$ cat config.mk
export PLATFORM = sky130hd
export DESIGN_NAME = mem_access_stage
export DESIGN_NICKNAME = d
export VERILOG_FILES = /design/src/rtl/mem_access_stage.sv
export SDC_FILE = /design/constraint.sdc
export NUM_CORES = 1
export LEC_CHECK = 0
export ABC_AREA = 1
export BUFFER_PORTS_ARGS = -buffer_cell sky130_fd_sc_hd__buf_4
export CORE_ASPECT_RATIO = 1.4
export CORE_MARGIN = 5
export CORE_UTILIZATION = 35
export CTS_CLUSTER_SIZE = 30
export DETAILED_ROUTE_END_ITERATION = 6
export SYNTH_ARGS = -nofsm -noshare
export SYNTH_HDL_FRONTEND = slang
export SYNTH_SLANG_ARGS = --single-unit
export TNS_END_PERCENT = 30
$ cat constraint.sdc
create_clock -name clk -period 2.5 [get_ports clk]
set_clock_uncertainty 0.1 [all_clocks]
set_input_delay 0.25 -clock clk [delete_from_list [all_inputs] [get_ports clk]]
set_output_delay 0.25 -clock clk [all_outputs]
set_load 0.01 [all_outputs]
$ cat src/rtl/mem_access_stage.sv
// MEM pipeline stage: runs the EX/MEM entry's load/store against a handshaked
// data memory, stalls upstream while the access is pending, emits MEM/WB entries.
module mem_access_stage #(
  parameter int DATA_W  = 16,
  parameter int RADDR_W = 3,
  parameter int TIMEOUT = 15
) (
  input  logic               clk,
  input  logic               rst_n,
  input  logic [DATA_W-1:0]  alu_result_in,
  input  logic [DATA_W-1:0]  rs_data_in,
  input  logic [RADDR_W-1:0] rd_in,
  input  logic               mem_read_in,
  input  logic               mem_write_in,
  input  logic               reg_write_in,
  output logic               stall,
  output logic               dmem_req,
  output logic               dmem_we,
  output logic [DATA_W-1:0]  dmem_addr,
  output logic [DATA_W-1:0]  dmem_wdata,
  input  logic [DATA_W-1:0]  dmem_rdata,
  input  logic               dmem_ack,
  output logic               wb_valid,
  output logic [DATA_W-1:0]  wb_data,
  output logic [RADDR_W-1:0] wb_rd,
  output logic               wb_reg_write,
  output logic               mem_err
);

  localparam int CNT_W = $clog2(TIMEOUT + 1);

  typedef enum logic {ST_IDLE, ST_WAIT} state_t;

  state_t              r_state;
  state_t              w_nextState;
  logic [CNT_W-1:0]    r_count;
  logic [RADDR_W-1:0]  r_rd;
  logic                r_regWrite;
  logic                r_req;
  logic                r_we;
  logic [DATA_W-1:0]   r_addr;
  logic [DATA_W-1:0]   r_wdata;
  logic                r_wbValid;
  logic [DATA_W-1:0]   r_wbData;
  logic [RADDR_W-1:0]  r_wbRd;
  logic                r_wbRegWrite;
  logic                r_memErr;
  logic                w_memOp;
  logic                w_expire;
  logic                w_stall;

  assign w_memOp  = mem_read_in | mem_write_in;
  assign w_expire = (r_count == CNT_W'(TIMEOUT - 1));

  always_ff @(posedge clk or negedge rst_n) begin
    if (!rst_n) begin
      r_state <= ST_IDLE;
    end else begin
      r_state <= w_nextState;
    end
  end

  always_comb begin
    w_nextState = r_state;
    if (r_state == ST_IDLE) begin
      if (w_memOp) begin
        w_nextState = ST_WAIT;
      end
    end else begin
      if (dmem_ack || w_expire) begin
        w_nextState = ST_IDLE;
      end
    end
  end

  // Upstream is released on the ack (or expiry) cycle itself so the next entry
  // is loaded on the same edge that retires the access.
  always_comb begin
    w_stall = 1'b0;
    if (r_state == ST_IDLE) begin
      w_stall = w_memOp;
    end else begin
      w_stall = !dmem_ack && !w_expire;
    end
  end

  always_ff @(posedge clk or negedge rst_n) begin
    if (!rst_n) begin
      r_count      <= '0;
      r_rd         <= '0;
      r_regWrite   <= 1'b0;
      r_req        <= 1'b0;
      r_we         <= 1'b0;
      r_addr       <= '0;
      r_wdata      <= '0;
      r_wbValid    <= 1'b0;
      r_wbData     <= '0;
      r_wbRd       <= '0;
      r_wbRegWrite <= 1'b0;
      r_memErr     <= 1'b0;
    end else if (r_state == ST_IDLE) begin
      if (!w_memOp) begin
        r_wbValid    <= 1'b1;
        r_wbData     <= alu_result_in;
        r_wbRd       <= rd_in;
        r_wbRegWrite <= reg_write_in;
      end else begin
        // A load+store entry is issued as a store and never writes a register.
        r_req        <= 1'b1;
        r_we         <= mem_write_in;
        r_addr       <= alu_result_in;
        r_wdata      <= rs_data_in;
        r_rd         <= rd_in;
        r_regWrite   <= reg_write_in & ~mem_write_in;
        r_wbValid    <= 1'b0;
        r_wbRegWrite <= 1'b0;
        r_count      <= '0;
      end
    end else begin
      if (dmem_ack) begin
        r_req     <= 1'b0;
        r_wbValid <= 1'b1;
        r_wbRd    <= r_rd;
        if (r_we) begin
          r_wbData     <= r_addr;
          r_wbRegWrite <= 1'b0;
        end else begin
          r_wbData     <= dmem_rdata;
          r_wbRegWrite <= r_regWrite;
        end
      end else if (w_expire) begin
        r_req        <= 1'b0;
        r_memErr     <= 1'b1;
        r_wbValid    <= 1'b1;
        r_wbData     <= r_addr;
        r_wbRd       <= r_rd;
        r_wbRegWrite <= 1'b0;
      end else begin
        r_count      <= r_count + CNT_W'(1);
        r_wbValid    <= 1'b0;
        r_wbRegWrite <= 1'b0;
      end
    end
  end

  assign stall        = w_stall;
  assign dmem_req     = r_req;
  assign dmem_we      = r_we;
  assign dmem_addr    = r_addr;
  assign dmem_wdata   = r_wdata;
  assign wb_valid     = r_wbValid;
  assign wb_data      = r_wbData;
  assign wb_rd        = r_wbRd;
  assign wb_reg_write = r_wbRegWrite;
  assign mem_err      = r_memErr;

endmodule

---- Yosys cells after proc, flatten, opt, wreduce, memory -nomap -nowiden ----
Cells that the tools add are included.
operators by class
  add/sub/neg operators ................... 1
  eq/ne operators ......................... 5
  mux-type cells .......................... 29
  bitwise operators ....................... 5
  reduce and logical (&&, ||, !) cells .... 10
operators by type and width
  cell                   count
  $mux W16               5
  $mux W1                16
  $mux W4                4
  $mux W3                4
  $ne A2 B2 Y1 const B   3
  $reduce_and A2 Y1      3
  $reduce_and A3 Y1      2
  $add A4 B1 Y4 const B  1
  $eq A4 B4 Y1 const B   1
  $ne A3 B2 Y1 const B   1
  $not A1 Y1             3
  $logic_not A1 Y1       2
  $reduce_bool A2 Y1     1
  $and A1 B1 Y1          1
  $logic_and A1 B1 Y1    1
  $logic_or A1 B1 Y1     1
  $or A1 B1 Y1           1
storage, ports and cells
  flip-flop bits (word level) ............. 65
  input port bits ......................... 57

---- Logic depth before layout (Yosys ltp) ----
Gate-level depths: netlist of run 1.
  depth after elaboration ................. 4
  depth in mapped cells ................... 9
  depth with buffers taken out ............ 8

---- Worst setup path after synthesis of run 1 ----
OpenSTA, ideal clock, no wires.
  path kind ............................... reg-to-reg
  start ................................... reg r_count[0]
  end ..................................... reg r_wbData[0], in the netlist wb_data[0]
  arrival time ............................ 1.256 ns
  setup slack ............................. 1.027 ns
  stages on the path, launching flop included .. 10
  buffers on the path ..................... 2
  period minus slack after synthesis ...... 1.473 ns
  cell sequence ........................... dfrtp_1 > inv_1 > ha_1 > nand3_1 > nand2_2 > buf_6 > buf_6 > nand3_1 > nor2_1 > nor2_1
on the way
  cells in the longest elaborated chain, start to end .. 3
RTL lines
  element                      RTL line  text
  start: declaration           36        logic [CNT_W-1:0] r_count;
  start signal: assignment     139       r_count <= r_count + CNT_W'(1);
  $eq A4 B4 Y1                 53        assign w_expire = (r_count == CNT_W'(TIMEOUT - 1));
  $ne A3 B2 Y1 (no line)       -
  $reduce_and A2 Y1 (no line)  -
  end signal: assignment       104       r_wbData <= alu_result_in;
  end signal: assignment       125       r_wbData <= r_addr;
  end signal: assignment       128       r_wbData <= dmem_rdata;
  end: declaration             44        logic [DATA_W-1:0] r_wbData;
No other way between the ends.
A chain may end at the register's enable or synchronous reset.

---- Worst setup path after layout of run 1 ----
  start ................................... reg r_count[0]
  end ..................................... out stall
on the way
  cells in the longest elaborated chain, start to end .. 4
RTL lines
  element              RTL line  text
  $eq A4 B4 Y1         53
  $logic_not A1 Y1     83        w_stall = !dmem_ack && !w_expire;
  $logic_and A1 B1 Y1  83
  $mux W1              80        if (r_state == ST_IDLE) begin
  end: declaration     16        output logic stall,
No other way between the ends.

==> results_dict.tcl, run 1 <==
set metrics [dict create \
    crit_type "reg -> out" \
    wl_per_cell_um 14.2 \
    rows 41 \
    pre_cts_ws_ns 0.331 \
    die_w_um 90.1 \
    drt_pass1_iterations 4 \
    fin_util_pct 48.2 \
    dp_hpwl_mm 6.00 \
    post-cts-setup-buffers 0 \
    cp.arrival_ns 1.86 \
    syn_avg_cell_area_um2 7.64 \
    status "complete, no violations" \
    rsz0062_at_grt "no" \
    routed_wl_mm 8.94 \
    crit_family "simple AND/OR/NAND/NOR gates" \
    powerDensity_nw_per_um2 1080 \
    grt_pass1_vias 2975 \
    ys_seq_area_share_pct 51.8 \
    cts.sinks 65 \
    nNetsFinal 578 \
    rr_endpoint "dmem_wdata[2]$_DFFE_PN0P_" \
    die_h_um 122 \
    max-vdd-ir-drop_mv 0.453 \
    final_cell_mix "nand2_1 (153), buf_4 (115), nor2_1 (82)" \
    crit_required_ns 2.15 \
    ys_seq_elements 65 \
    cp_slowest_cell "dfrtp_1" \
    r2r_slack_ns 0.37 \
    cts_inserted_buffers 9 \
    yosysTopAreaCell "dfrtp_1" \
    via_count 2947 \
    track_usage_pct 16.4 \
    grt_start_max_net_pins 66 \
    path_cells "inv_1 > ha_1 > nand3_1 > nand2_2 > nand2_4 > buf_4" \
    period_minus_slack_ns 2.21 \
    reg2reg_depth 5 \
    clock_path_buffers 2 \
    drv_cap 0 \
    syn_area_um2 3140 \
    antenna_left 0 \
    holdCritPathClass "in -> reg" \
    report.final.slew_viol_count 0 \
    yosysTopAreaCellShare_pct 51.8 \
    area_growth_pct 36.2 \
    grt_pass1_wl_mm 14.3 \
    vias_per_cell 4.68 \
    crit_buf_inv 2 \
    boundaryPins 114 \
    worstPathMaxFanout 20 \
    antennaDiodeCount 0 \
    drive_gt1_share_pct 26.0 \
    hold_start "rs_data_in[9]" \
    min_path_cells 3 \
    placement.io_buffers 113 \
    overflow 0 \
    setup_viol 0 \
    initial_core_util_pct 35.4 \
    post_synth_inst_count 411 \
    leakagePower_nw 2.37 \
    clk_pin_slew_ns 0.05 \
    finalSetupTns_ns 0 \
    tightest_slew_ns 1.08 \
    finalCritPeriodShare_pct 88.5 \
    core_area_um2 8870 \
    clockRootBuffer "clkbuf_16" \
    ys_types 21 \
    max_freq_mhz 452 \
    max_stage_delay_ns 0.40 \
    crit_path_end_kind "output port" \
    place.gp.congestion 0.773 \
    cp-start-kind "flip-flop" \
    clk_latency_ns 0.33 \
    hold_violations 0 \
    synthTopCellsByArea "dfrtp_1 (52%), nand2_1 (18%), nor2_1 (9.8%)" \
    holdPathEnd "dmem_wdata[9]$_DFFE_PN0P_" \
    drcViolationCount 0 \
    syn_nets 470 \
    slew_headroom_pct 27.9 \
    cts_tree "yes" \
    yosysWarningCount 0 \
    die_area_um2 11000 \
    ctsHtreeMaxLevel 3 \
    reg2reg_from "r_state$_DFF_PN0_" \
    drt_iter0_drc 101 \
    layout_commonest_cell "nand2_1" \
    antenna_found_initial 0 \
    setup_slack_ns 0.287 \
]
## area by class of cell
type / count / area [um^2]
tap: 107 / 134
clock buffer: 12 / 246
timing repair buffer: 119 / 903
sequential: 65 / 1630
inverter: 30 / 118
multi-input combinational: 294 / 1230
fill: 918 / 4600
clock inverter: 3 / 17.5
## routing by layer
layer / share of wire, % / GRT usage, %
met5: 0 / 0
met4: 1.9 / 8.10
met3: 7.7 / 6.05
met2: 50 / 27.6
met1: 40 / 18.3
## worst max-delay path by stage
stage,from,to,slack [ns],depth (start not counted)
detailed placement,r_state$_DFF_PN0_,dmem_wdata[1]$_DFFE_PN0P_,0.33,5
global route,r_count[0]$_DFFE_PN0P_,stall,0.17,6
floorplan,r_count[0]$_DFFE_PN0P_,wb_data[0]$_DFFE_PN0P_,1.03,9
global placement,r_state$_DFF_PN0_,dmem_wdata[12]$_DFFE_PN0P_,0.40,5
finish,r_count[0]$_DFFE_PN0P_,stall,0.29,6
CTS,r_count[0]$_DFFE_PN0P_,stall,0.23,6
## synthesized netlist by cell type (all sizes together)
library cell and count:
ha 2, nor2 85, o21ai 10, o22ai 1, dfrtp 65, nand2 156, o21bai 1, xor2 1
buf 20, clkbuf 2, o31ai 1, nand3 36, inv 30, nand4 1
## flip-flops by register name, indices dropped and copies added (netlist names)
name / flops
dmem_addr: 16
dmem_wdata: 16
wb_data: 16
r_count: 4
r_rd: 3
wb_rd: 3
dmem_req: 1
dmem_we: 1
mem_err: 1
r_regWrite: 1
r_state: 1
wb_reg_write: 1
wb_valid: 1
## report_power, final
part           switching (mW)  internal (mW)  total [mW]
Sequential              0.266           1.45        1.71
Combinational           0.981          0.801        1.78
Clock                   0.425          0.688        1.11
Total                    1.67           2.94        4.61
## logic make-up (layout without fill, tap and decap cells)
kind of cell / count (synthesis) / in the layout / synth area share [%]
and+or+nand+nor: 278 / 278 / 35.9
DFF: 65 / 65 / 51.8
buffers and inverters: 52 / 164 / 9.00
AOI/OAI and AO/OA: 13 / 13 / 2.27
adders and majority gates: 2 / 2 / 0.797
xor gates and xnor gates: 1 / 1 / 0.279
## what timing repair did
| action | 4_1_cts | 5_1_grt |
|---|---|---|
| hold buffers | 4 | 0 |
| endpoints found under the hold margin | 68 | 0 |
| resized for setup | 0 | 0 |
## worst min-delay path: stages
cell	delay (ns)
buf_4	0.07
nand2_1	0.04
nand2_1	0.04
## through the flow
| step | area (um^2) | power, mW | std cells | hold slack [ns] |
|---|---|---|---|---|
| after detailed placement | 3970 | 3.55 | 611 | 0.312 |
| final | 4280 | 4.61 | 630 | 0.0152 |
| after global placement | 3970 | 3.51 | 611 | 0.312 |
| after global routing | 4280 | 4.94 | 630 | 0.00529 |
| after floorplan | 3140 | 2.70 | 411 | -0.146 |
| after CTS | 4280 | 4.69 | 630 | 0.000357 |
(Power assumes the default switching activity.)
==> run 2, diff against run 1 <==
--- a/config.mk
+++ b/config.mk
@@ -5,7 +5,6 @@
 export SDC_FILE = /design/constraint.sdc
 export NUM_CORES = 1
 export LEC_CHECK = 0
-export ABC_AREA = 1
 export BUFFER_PORTS_ARGS = -buffer_cell sky130_fd_sc_hd__buf_4
 export CORE_ASPECT_RATIO = 1.4
 export CORE_MARGIN = 5
==> run 2 against run 1 <==
Effect of this change:
- sequential power hardly changed
- critical path type unchanged
- area after synthesis decreased by 2.7%
- power rose by 2.6%
- highest routed layer unchanged
- largest power group unchanged
- first-iteration DRC count up 5.0%
- core utilization up 1.4 points
- sequential share of layout area up 0.35 points
==> results_dict.tcl, run 2 <==
set metrics [dict create \
    grt_pass1_vias 2363 \
    antennaDiodeCount 0 \
    cp-start-kind "flip-flop" \
    die_area_um2 10700 \
    hold_violations 0 \
    drt_iter0_drc 106 \
    syn_avg_cell_area_um2 11.9 \
    powerDensity_nw_per_um2 1110 \
    holdCritPathClass "in -> reg" \
    status "complete, no violations" \
    yosysTopAreaCellShare_pct 53.3 \
    antenna_found_initial 0 \
    clk_pin_slew_ns 0.05 \
    die_w_um 89.0 \
    period_minus_slack_ns 2.38 \
    drv_cap 0 \
    layout_commonest_cell "buf_4" \
    synthArstFlopShare_pct 100 \
    place.gp.congestion 0.791 \
    clockPowerShare_pct 24.7 \
    p_comb_share_pct 39.1 \
    dp_hpwl_mm 5.55 \
    leakagePower_nw 2.06 \
    clock_path_buffers 2 \
    slew_headroom_pct 43.9 \
    ys_seq_elements 65 \
    vias_per_cell 5.02 \
    cp.arrival_ns 2.03 \
    p_int_mw 3.24 \
    report.final.slew_viol_count 0 \
    drive_gt1_share_pct 46.9 \
    finalCritPeriodShare_pct 95.2 \
    wl_per_cell_um 17.0 \
    track_usage_pct 15.5 \
    cts_tree "yes" \
    clk_latency_ns 0.32 \
    yosysTopAreaCell "dfrtp_1" \
    rows 40 \
    synth_most_common_cell "dfrtp_1" \
    boundaryPins 114 \
    ys_types 29 \
    area_growth_pct 38.8 \
    yosysWarningCount 0 \
    ctsHtreeMaxLevel 3 \
    crit_path_end_kind "output port" \
    cts.sinks 65 \
    setup_slack_ns 0.119 \
    p_switching_mw 1.49 \
    antenna_left 0 \
    switching_share_pct 31.4 \
    cts_inserted_buffers 9 \
    worstPathMaxFanout 15 \
    ys_seq_area_share_pct 53.3 \
    routed_wl_mm 8.05 \
    syn_area_um2 3050 \
    final_cell_mix "buf_4 (116), dfrtp_1 (64), nand2_1 (37)" \
    grt_start_max_net_pins 66 \
    die_h_um 121 \
    crit_type "reg -> out" \
    rsz0062_at_grt "no" \
    setup_viol 0 \
    crit_required_ns 2.15 \
    syn_nets 315 \
    synth_top_cells_by_count "dfrtp_1 (65), nand2_1 (37), mux2_2 (24)" \
    tightest_slew_ns 0.841 \
    synth-main-ff-cell "dfrtp_1" \
    synth_edf_count 0 \
    max_freq_mhz 420 \
    placement.io_buffers 113 \
    clockRootBuffer "clkbuf_16" \
    pre_cts_ws_ns 0.422 \
    nNetsFinal 425 \
    max-vdd-ir-drop_mv 0.531 \
    seqPwrFrac_pct 36.2 \
    overflow 0 \
    drcViolationCount 0 \
    core_area_um2 8560 \
    synthTopCellsByArea "dfrtp_1 (53%), mux2_2 (8.8%), mux2_4 (8.4%)" \
    drt_pass1_iterations 5 \
    post_synth_inst_count 256 \
    finalSetupTns_ns 0 \
    via_count 2379 \
    initial_core_util_pct 35.7 \
    grt_pass1_wl_mm 12.5 \
]
-- run 2: cell count changes in the layout (fill, tap and decap cells not counted), moves of 3 or more --
cell / previous run / this run
nand2_1: 153 / 37
o21ai_0: 10 / 20
nand4b_1: 0 / 16
nand3_1: 36 / 4
o221ai_1: 0 / 16
mux2_4: 0 / 17
nor2_1: 82 / 0
mux2_2: 0 / 24
dlygate4sd3_1: 4 / 1
inv_1: 28 / 19
-- run 2: critical path, stage by stage (launching register included) --
cell,delay (ns)
dfrtp_1,0.37
inv_1,0.08
ha_1,0.23
and3_2,0.26
o21ai_4,0.39
buf_12,0.23
buf_4,0.14
-- run 2: layout make-up --
cell class | instances | area, um^2
clock inverter | 1 | 30.0
clock buffer | 13 | 240
inverter | 19 | 71.3
timing repair buffer | 118 | 901
tap | 105 | 131
sequential | 65 | 1630
fill | 802 | 4320
multi-input combinational | 153 | 1240
-- run 2: what timing repair did --
item | 4_1_cts | 5_1_grt
setup buffers | 0 | 0
hold buffers | 1 | 0
endpoints found under the hold margin | 65 | 0
resized for setup | 0 | 0
-- run 2: path summary, 6_finish.rpt --
kind                            depth (start not counted)              startpoint                         end  slack [ns]
worst min-delay path                                    2          rs_data_in[12]  dmem_wdata[12]$_DFFE_PN0P_        0.06
worst min register to register                          1     mem_err$_DFFE_PN0P_         mem_err$_DFFE_PN0P_        0.39
max in group asynchronous                               2                   rst_n           r_state$_DFF_PN0_        1.24
min in group asynchronous                               2                   rst_n    dmem_addr[2]$_DFFE_PN0P_        0.47
worst max register to register                          6  r_count[0]$_DFFE_PN0P_        wb_rd[1]$_DFFE_PN0P_        0.40
worst max-delay path                                    6  r_count[0]$_DFFE_PN0P_                       stall        0.12
-- run 2: layer usage --
metal	track usage (%)	wire length [um]
met5	0	0
met4	6.61	160
met1	19.0	3170
met3	4.02	526
met2	25.2	4190
-- run 2: cells by family after synthesis --
group / Yosys count / share of synthesized area, %
adders and majority gates: 2 / 0.819
DFF: 65 / 53.3
muxes: 42 / 17.5
buffers and inverters: 38 / 6.43
AOI/OAI and AO/OA: 46 / 10.8
and+or+nand+nor: 63 / 11.2
-- run 2: power groups by stage --
stage	Sequential, mW	Combinational [mW]	Clock [mW]
after floorplan	1.85	0.879	0
after global placement	1.72	1.84	0
after detailed placement	1.72	1.87	0
after CTS	1.71	1.88	1.20
after global routing	1.76	2.00	1.25
final	1.71	1.85	1.17
-- run 2: stage by stage --
| step | instance area, um^2 | utilization (%) | power [mW] | std cells | hold slack (ns) |
|---|---|---|---|---|---|
| CTS | 4240 | 49.5 | 4.79 | 474 | 0.0451 |
| finish | 4240 | 49.5 | 4.73 | 474 | 0.0581 |
| detailed placement | 3960 | 46.3 | 3.59 | 459 | 0.306 |
| floorplan | 3050 | - | 2.73 | 256 | -0.146 |
| global route | 4240 | 49.5 | 5.00 | 474 | 0.0489 |
| global placement | 3960 | 46.3 | 3.56 | 459 | 0.308 |
